===== src/rtl/arb_requester.sv =====
// arb_requester: request/grant agent for one shared-resource arbiter port (optional checker: ARB_REQ_PROTO_CHK_EN)
module arb_requester #(
  parameter int LEN_W   = 4,
  parameter int TIMEOUT = 15,
  parameter int GAP     = 2
) (
  input  logic             clk,
  input  logic             resetn,
  input  logic             job_valid,
  input  logic [LEN_W-1:0] job_len,
  output logic             job_ready,
  output logic             req,
  input  logic             gnt,
  output logic             beat,
  output logic             done,
  output logic             timeout,
  output logic             busy,
  output logic             proto_err
);
  typedef enum logic [1:0] {IDLE, REQ, XFER, REL} state_t;
  state_t           state;
  logic [LEN_W-1:0] rem;
  logic [7:0]       wait_cnt;
  logic [7:0]       gap_cnt;
  logic             abort;
  assign job_ready = state == IDLE;
  assign busy      = state != IDLE;
  assign beat      = (state == REQ || state == XFER) && gnt;
  assign done      = beat && rem == '0;
  assign timeout   = state == REQ && !gnt && wait_cnt >= 8'(TIMEOUT);
`ifdef ARB_REQ_PROTO_CHK_EN
  // Grant lost mid-burst ends the job early; the loss or a stray grant while idle is latched as an error
  assign abort = state == XFER && !gnt;
  always_ff @(posedge clk or negedge resetn)
    if (!resetn) proto_err <= 1'b0;
    else if (abort || (state == IDLE && gnt)) proto_err <= 1'b1;
`else
  assign abort     = 1'b0;
  assign proto_err = 1'b0;
`endif
  // Request/transfer/release sequencing; req is driven straight from this register
  always_ff @(posedge clk or negedge resetn)
    if (!resetn) begin
      state    <= IDLE;
      req      <= 1'b0;
      rem      <= '0;
      wait_cnt <= '0;
      gap_cnt  <= '0;
    end else begin
      case (state)
        IDLE: if (job_valid) begin
          rem      <= job_len;
          wait_cnt <= '0;
          req      <= 1'b1;
          state    <= REQ;
        end
        REQ, XFER: if (done || timeout || abort) begin
          req     <= 1'b0;
          gap_cnt <= '0;
          state   <= REL;
        end else if (beat) begin
          rem   <= rem - 1'b1;
          state <= XFER;
        end else if (state == REQ && wait_cnt != 8'hff) wait_cnt <= wait_cnt + 8'd1;
        REL: if (gap_cnt == 8'(GAP - 1)) state <= IDLE;
             else gap_cnt <= gap_cnt + 8'd1;
      endcase
    end
endmodule


===== config.mk =====
export PLATFORM = sky130hd
export DESIGN_NAME = arb_requester
export DESIGN_NICKNAME = d
export VERILOG_FILES = /design/src/rtl/arb_requester.sv
export SDC_FILE = /design/constraint.sdc
export NUM_CORES = 1
export LEC_CHECK = 0
export BUFFER_PORTS_ARGS = -buffer_cell sky130_fd_sc_hd__buf_2
export CORE_AREA = 2 2 72 47
export DETAILED_ROUTE_END_ITERATION = 10
export DIE_AREA = 0 0 74 49
export GPL_ROUTABILITY_DRIVEN = 0
export GPL_TIMING_DRIVEN = 0
export PLACE_DENSITY = 0.74
export SYNTH_ARGS = -nofsm -noshare
export SYNTH_HDL_FRONTEND = slang
export SYNTH_SLANG_ARGS = --single-unit

===== constraint.sdc =====
create_clock -name clk -period 2.3 [get_ports clk]
set_clock_uncertainty 0.1 [all_clocks]
set_input_delay 0.23 -clock clk [delete_from_list [all_inputs] [get_ports clk]]
set_output_delay 0.23 -clock clk [all_outputs]
set_load 0.05 [all_outputs]

After elaboration in Yosys (flattened, before gate mapping):

Index checks and enable logic that the tools add are counted.

* register bits after elaboration: 23
* input bits: 8
* output and inout port bits: 7
* logic and storage cells: 62

* muxes and demuxes: 20
* add/subtract/negate cells: 3
* magnitude comparators: 1
* reductions and logical operators: 19
* eq/ne operators: 14

Operators by type and width (count)
* 8-bit 2-to-1 mux: 6
* 8-bit one-hot mux with 2 select lines: 2
* 8-bit by 1-bit adder with 8-bit output, second input constant: 2
* 2-bit inequality test, second input constant: 8
* 4-bit 2-to-1 mux: 3
* 3-bit AND reduction: 3
* 8-bit by 1-bit == test with 1-bit output, second input constant: 1
* 8-bit by 4-bit greater-or-equal comparator with 1-bit output, second input constant: 1
* 2-bit 2-to-1 mux: 4
* 8-bit inequality test, second input constant: 1
* 4-bit one-hot mux with 2 select lines: 1
* 2-bit one-hot mux with 3 select lines: 1
* 2-bit nonzero test: 3
* 1-bit logical AND: 5
* 5-bit AND reduction: 1
* 2-bit == test, second input constant: 2
* 4-bit zero test: 1
* 4-bit AND reduction: 1
* 4-bit by 1-bit subtractor with 4-bit output, second input constant: 1
* 3-bit inequality test, second input constant: 1
* 2-bit by 1-bit == test with 1-bit output, second input constant: 1
* 2-bit zero test: 1
* 1-bit logical OR: 2
* 1-bit 2-to-1 mux: 2
* 3 further kinds: 3

Logic depth before layout (Yosys ltp):

Gate-level depths: netlist (run 1).

* word-level depth: 7
* mapped depth: 10
* gate-level depth less buffers: 8

Least setup slack after synthesis (run 1):

No wires, ideal clock.

* kind: register to register
* from: register state[0]
* to: register wait_cnt[3]
* slack: -96 ps
* cell stages (with the launch flop): 8
* period minus slack after synthesis: 2396 ps
* setup time: 126 ps
* data required time: 2074 ps
* buffers on the path: 1
* arrival: 2170 ps
* cell sequence: dfrtp_1 > inv_1 > ha_1 > mux2i_1 > nor3_4 > o31ai_2 > buf_2 > a221o_1

* elaborated cells on any way between the ends: 18
* those cells by class: eq/ne (6); mux (1); reduce/logical (11)

RTL lines
* from (decl): line 21 `state_t state;`
* from (signal assigned): line 44 `state <= IDLE;`
* from (signal assigned): line 55 `state <= REQ;`
* from (signal assigned): line 60 `state <= REL;`
* 2-bit zero test *
* net job_ready: line 11 `output logic job_ready,`
* 2-bit inequality test (no line) or 2-bit nonzero test (tied branches)
* 5-bit AND reduction (no line)
* to (signal assigned): line 64 `end else if (state == REQ && wait_cnt != 8'hff) wait_cnt <= wait_cnt + 8'd1;`
* to (decl): line 23 `logic [7:0] wait_cnt;`

The timed path passes the listed nets; every way through them passes the cells marked *.
A chain may end at the register's enable or synchronous reset.

Final worst setup path (run 1):

* from: register state[0]
* to: register wait_cnt[3]

* word-level cells in the longest chain between the ends: 7
* elaborated cells on any way between the ends: 18
* those cells by class: eq/ne (6); mux (1); reduce/logical (11)

Ends and longest elaborated chain
* 2-bit by 1-bit == test with 1-bit output or 2-bit == test (tied branches)
* 1-bit logical OR: line 28 `assign beat = (state == REQ || state == XFER) && gnt;`
* 1-bit logical AND: line 28
* 1-bit logical AND: line 29 `assign done = beat && rem == '0;`
* 1-bit logical OR: line 57 `REQ, XFER: if (done || timeout || abort) begin`
* 2-bit inequality test (no line)
* 5-bit AND reduction (no line)

Parallel ways exist; a longest one is shown, timed or not.

==> results of run 1 <==
## layer usage
layer  vias up  GRT usage
met5         -          0
met4         0    0.06364
met3         4    0.05165
met2        54     0.3735
met1       752     0.3740
li1        764          -
## synth_stat cells, types with 2 or more instances
master / count
o21ai_0: 7
a211oi_1: 2
nor3_1: 9
nand2_1: 24
nand4_1: 4
inv_2: 2
mux2i_1: 3
a41oi_1: 2
ha_1: 9
nor4_1: 5
buf_4: 3
nand3_1: 6
nor2b_1: 3
o211ai_1: 4
o22ai_1: 5
a31oi_1: 2
o21a_1: 2
xnor2_1: 3
and4_1: 2
nor2_1: 9
nand2b_1: 2
a311oi_1: 3
a21oi_1: 6
dfrtp_1: 23
clkbuf_1: 5
a211o_1: 2
inv_1: 10
a221o_1: 5
and3_1: 4
a21o_1: 2
nor3b_1: 2
## state kept, by name, summed over array words and instances (netlist names)
signal / count
wait_cnt: 8
gap_cnt: 8
rem: 4
req: 1
state: 2
## logic make-up after synthesis
group           Yosys count  synth area share
fa+ha+maj                 9           0.06742
other cells               1          0.002245
simple gates             83            0.2794
flops                    23            0.3446
compound gates           47            0.2045
mux                       4           0.02472
xor+xnor                  3           0.01573
buf+inv                  22           0.06142
## layout make-up
cell class / count / area share
inverter: 12 / 0.02345
multi-input combinational: 147 / 0.5329
clock inverter: 1 / 0.002606
sequential: 23 / 0.3010
clock buffer: 3 / 0.02150
timing repair buffer: 18 / 0.05472
tap: 45 / 0.02932
buffer: 10 / 0.03453
## cells in the final DEF, fill, tap and decap left out, drive strengths merged, types with 5 or more instances in the layout
cell type	n
a21oi	6
nor2	10
nor4	6
nand2	24
o22ai	5
nor3	11
clkbuf	8
inv	12
dfrtp	23
ha	9
buf	22
nand3	7
a221o	5
o21ai	7
## how the worst min path moves through the flow
stage | endpoint | slack (ns)
finish | rem[1] | 0.10
global route | rem[0] | 0.11
CTS | rem[1] | 0.10
floorplan | gap_cnt[0] | -0.17
detailed placement | req | 0.16
global placement | rem[2] | 0.14
## power by group
part | leakage (nW) | internal, W | switching [W] | total, W
clock network | 0.0255 | 0.000121 | 0.000143 | 0.000264
registers | 0.282 | 0.000566 | 0.000204 | 0.000771
logic | 0.516 | 0.000715 | 0.00110 | 0.00181
## per-stage QoR
step | power (W) | utilization | setup slack (ns)
global route | 0.003095 | 0.6353 | -0.002503
detailed placement | 0.002474 | 0.5940 | -0.1050
finish | 0.002849 | 0.6353 | 0.05202
CTS | 0.002780 | 0.6184 | 0.004323
floorplan | 0.002074 | - | 0.01690
global placement | 0.002392 | 0.5940 | -0.03405
## worst max-delay path, cell delays in order, from the launching register on
cell and delay [ns]:
dfrtp_1 0.44, inv_2 0.08, ha_2 0.27, buf_6 0.14, and4bb_2 0.26, nand2_4 0.11
inv_2 0.07, nor2_4 0.14, buf_6 0.14, a41oi_1 0.12, a221o_1 0.27
## what timing repair did
item	4_1_cts	5_1_grt
cloned	0	1
hold buffers	1	0
endpoints found under the setup margin	15	16
resized for setup	3	13
pin swaps	2	1
buffers inserted	1	2
endpoints found under the hold margin	23	0
==> metrics.txt, run 1 <==
Max Clk Rate 444.8 MHz; Storage cell area 578.1 sq um; Leakage 0.8242 nW; wl on met1 1953 um; Fillers 258; Worst setup SP type flip-flop; vias per cell 6.077; Die Span X 74 um; GRT Total Usage 0.2518; FP Rows 16; non-filler instance count after layout 259; Initial Utilization 0.5526; critical path capture point type flip-flop; DRT Pass-1 Iters 4; number of global-route vias before repair 1480; Mapped Area 1670 sq um; Reg2Reg Setup Slack 0.05 ns; share of cells above drive strength 1 0.2243; critical path class reg -> reg; register bit total from synthesis 23; Yosys top cell area share 0.3446; setup violators final 0; Syn. warnings 0; syn nets 209; dominant cell type by area after synthesis dfrtp_1; Hold WS 0.1006 ns; CP arrival 2.31 ns; total core area 3023 sq um; area of the multi-input gates 1023 sq um; DRC errors left 0; beginning of the worst register-to-register path state[0]; CTS tree done; ANT nets after route 0; hold path cells 3; Crit Reg-Reg Endpoint wait_cnt[3]; Post-Place Cells 250; Distinct cells, synth 53; DP HPWL 2898 um; EDFF count, synth 0; clock sinks 23; Slew Viols, Final 0; Worst EP required 2.37 ns; Post-synth top flop dfrtp_1; Worst Setup SP state[0]; DR iter-0 viols 138; asr flop ratio synth 1.000; clk slew on worst S/H paths 0.09 ns; fin crit period 2.248 ns; Avg WL per Cell 15.95 um; first-pass GRT wire length 7079 um; io pins 15; post-synthesis area per instance 8.700 sq um; met2 WL post-DR 1912 um; clk_lat worst skew 0.27 ns; TritonCTS buffer count 3; die height 49 um; part of the cycle the worst path needs 0.9774; R2R cell count 10; via count 1574; fin area 1921 sq um; Longest Clk Path Bufs 2; Seq/Total Area, Yosys 0.3446; slew margin rel. 0.6399; Area contributors post-synth dfrtp_1, ha_1, nand2_1; H-tree Lvls 1; Ant. Diodes 0; Gate Count Post-Synth 192; Worst Max-Slew Pin Slew 0.5402 ns; Root Buffer clkbuf_8; Overflow after GRT 0; Max-cap violations 0; die area 3626 sq um; Worst setup endpoint wait_cnt[3]; final hold violation count 0; area of placed instances 1795 sq um; status complete, no violations; DR WL met3 236 um; Pwr Density 1483 nW/um^2; largest net degree at the start of global routing 24; Nets 232; CP Max Fanout 8; Hold Crit Class in -> reg; # port buffers 13; top layer in use met4; post-route setup TNS 0 ns; Layout area overhead 14.98%; hold_sp job_len[1]; antenna violations before repair 0; maximum VDD drop 1.394 mV; Post-Route WL 4130 um
Power figures use the tool's default switching activity.
==> inputs of run 2 (changes only) <==
- ABC_CLOCK_PERIOD_IN_PS: not set -> 2300
- CAP_MARGIN: not set -> 15
- CORE_AREA: 2 2 72 47 -> 2 2 82 53
- DIE_AREA: 0 0 74 49 -> 0 0 84 55
- PLACE_DENSITY: 0.74 -> 0.58
==> metrics.txt, run 2 (synthesis gave the netlist of run 1 again) <==
slew margin rel. 0.6256 (-0.01432); Root Buffer clkbuf_8; DR iter-0 viols 101 (-27%); biggest regs gap_cnt x8, wait_cnt x8, rem x4; P_sw 0.001530 W (+5.8%); H-tree Lvls 1 (unchanged); DRT Pass-1 Iters 4 (unchanged); share of power burned in registers 0.250 (-0.021); Longest Clk Path Bufs 2 (unchanged); grt peak-use layer met2; non-filler instance count after layout 269 (+3.9%); Worst setup SP type flip-flop; Die Span X 84 um (+14%); Sw Share 0.5037 (-0.003900); DRC errors left 0 (unchanged); Hold Crit Class in -> reg; area of the multi-input gates 1025 sq um (+0.12%); TritonCTS buffer count 3 (unchanged); Ant. Diodes 0 (unchanged); largest net degree at the start of global routing 24 (unchanged); total core area 3896 sq um (+29%); maximum VDD drop 1.007 mV (-28%); post-route setup TNS 0 ns (unchanged); clock sinks 23 (unchanged); Post-Route WL 4494 um (+8.8%); critical path class reg -> reg; CP peak stage delay 0.40 ns (-0.04 ns); commonest cells after routing, fill and taps aside nand2_1, dfrtp_1, buf_2; Crit Reg-Reg Endpoint wait_cnt[3]; Reg2Reg Setup Slack 0.05 ns (about the same); status complete, no violations; Fillers 374 (+45%); beginning of the worst register-to-register path state[1]; antenna violations before repair 0 (unchanged); RSZ-0062 raised after global routing yes; Internal 0.001507 W (+7.5%); Nets 237 (+2.2%); CP Max Fanout 8 (unchanged); hold_sp job_len[0]; Most common cell on crit path buf_6; Pwr Density 1545 nW/um^2 (+4.2%); Avg WL per Cell 16.71 um (+4.8%); fin util 0.5045 (-0.1309); clk_lat worst skew 0.28 ns (about the same); CP bufs+invs 4 (unchanged); first-pass GRT wire length 7224 um (+2.0%); number of global-route vias before repair 1496 (+1.1%); Crit-path slowest cell dfrtp_1; Clk pwr share 0.090 (-0.003); Initial Utilization 0.4287 (-0.1239); Tot Pwr 0.003037 W (+6.6%); R2R cell count 10 (unchanged); GRT Total Usage 0.2042 (-0.04768); vias per cell 5.885 (-3.2%); # port buffers 13 (unchanged); met2 global-route usage 0.3360 (-0.03751); Storage cell area 575.6 sq um (-0.43%); crit path cell chain inv_1, ha_2, buf_6, and4bb_2, nand2_4, inv_2, nor2_2, buf_6, a41oi_1, a221o_1; Post-Place Cells 255 (+2.0%); final hold violation count 0 (unchanged); part of the cycle the worst path needs 0.9782 (about the same); hold path cells 3 (unchanged); setup violators final 0 (unchanged); CTS tree done; Crit path max-delay family simple AND/OR/NAND/NOR gates; Slew Viols, Final 0 (unchanged); Max Clk Rate 444.5 MHz (about the same); ANT nets after route 0 (unchanged); via count 1583 (+0.57%); die area 4620 sq um (+27%); Worst EP required 2.37 ns (about the same); io pins 15 (unchanged); GR Layer Usage met3 0.04006 (-0.01159); die height 55 um (+12%); Leakage 0.8559 nW (+3.8%); CP arrival 2.32 ns (about the same); share of cells above drive strength 1 0.2192 (-0.005121); Comb power frac 0.660 (+0.023); clk slew on worst S/H paths 0.10 ns (about the same); DP HPWL 3028 um (+4.5%); FP Rows 18 (+2); Max-cap violations 0 (unchanged); met1 Use GR 0.2866 (-0.08739); Overflow after GRT 0 (unchanged); Layout area overhead 17.68%; critical path capture point type flip-flop; fin crit period 2.250 ns (+0.001946 ns); Min-Delay Endpoint rem[0]; Worst Max-Slew Pin Slew 0.5617 ns (+0.02148 ns)
run 2: power by group through the flow:
stage | registers [W] | logic [W] | clock network (W)
6_report | 0.000758 | 0.00201 | 0.000274
5_1_grt | 0.000785 | 0.00221 | 0.000297
4_1_cts | 0.000752 | 0.00179 | 0.000275
3_5_place_dp | 0.000770 | 0.00174 | 0
3_3_place_gp | 0.000760 | 0.00167 | 0
2_1_floorplan | 0.000737 | 0.00134 | 0
run 2: final cells by class:
type	instances	share of cell area
Multi-Input combinational cell	147	0.5213
Sequential cell	23	0.2928
Timing Repair Buffer	23	0.07257
Buffer	10	0.03501
Tap cell	50	0.03183
Inverter	12	0.02292
Clock buffer	3	0.02101
Clock inverter	1	0.002546
run 2: how the worst max path moves through the flow:
stage	from	end	slack, ns	depth (start not counted)
2_1_floorplan	state[0]	wait_cnt[3]	0.02	8
3_3_place_gp	state[0]	wait_cnt[3]	-0.06	10
3_5_place_dp	state[1]	wait_cnt[3]	-0.12	10
4_1_cts	state[0]	wait_cnt[3]	0.004	10
5_1_grt	state[1]	wait_cnt[4]	-0.05	9
6_report	state[1]	wait_cnt[3]	0.05	10
run 2: metrics by stage:
| step | hold WS (ns) | cell area, sq um | setup WS (ns) |
|---|---|---|---|
| after floorplan | -0.1656 | 1674 | 0.01690 |
| after global placement | 0.1482 | 1802 | -0.05886 |
| after detailed placement | 0.1515 | 1802 | -0.1227 |
| after CTS | 0.09891 | 1876 | 0.004168 |
| after global routing | 0.1316 | 1966 | -0.05443 |
| final | 0.08896 | 1966 | 0.05008 |
run 2: tightest hold or removal path, stage by stage:
cell,delay [ns]
buf_2,0.07
o211ai_1,0.07
o21ai_0,0.07
run 2: what timing repair did:
action / in CTS / in global routing
pin swaps: 2 / 2
hold buffers: 1 / 0
gates resized for setup: 1 / 12
endpoints found under the setup margin: 16 / 18
hold endpoints to repair: 23 / 0
gates cloned: 0 / 1
setup buffers: 2 / 6
run 2: per-layer routing:
metal / vias up / routed length (um) / part of all wire
li1: 768 / - / -
met1: 766 / 2209 / 0.49
met2: 44 / 1990 / 0.44
met3: 5 / 264 / 0.059
met4: 0 / 29 / 0.0065
met5: - / 0 / 0
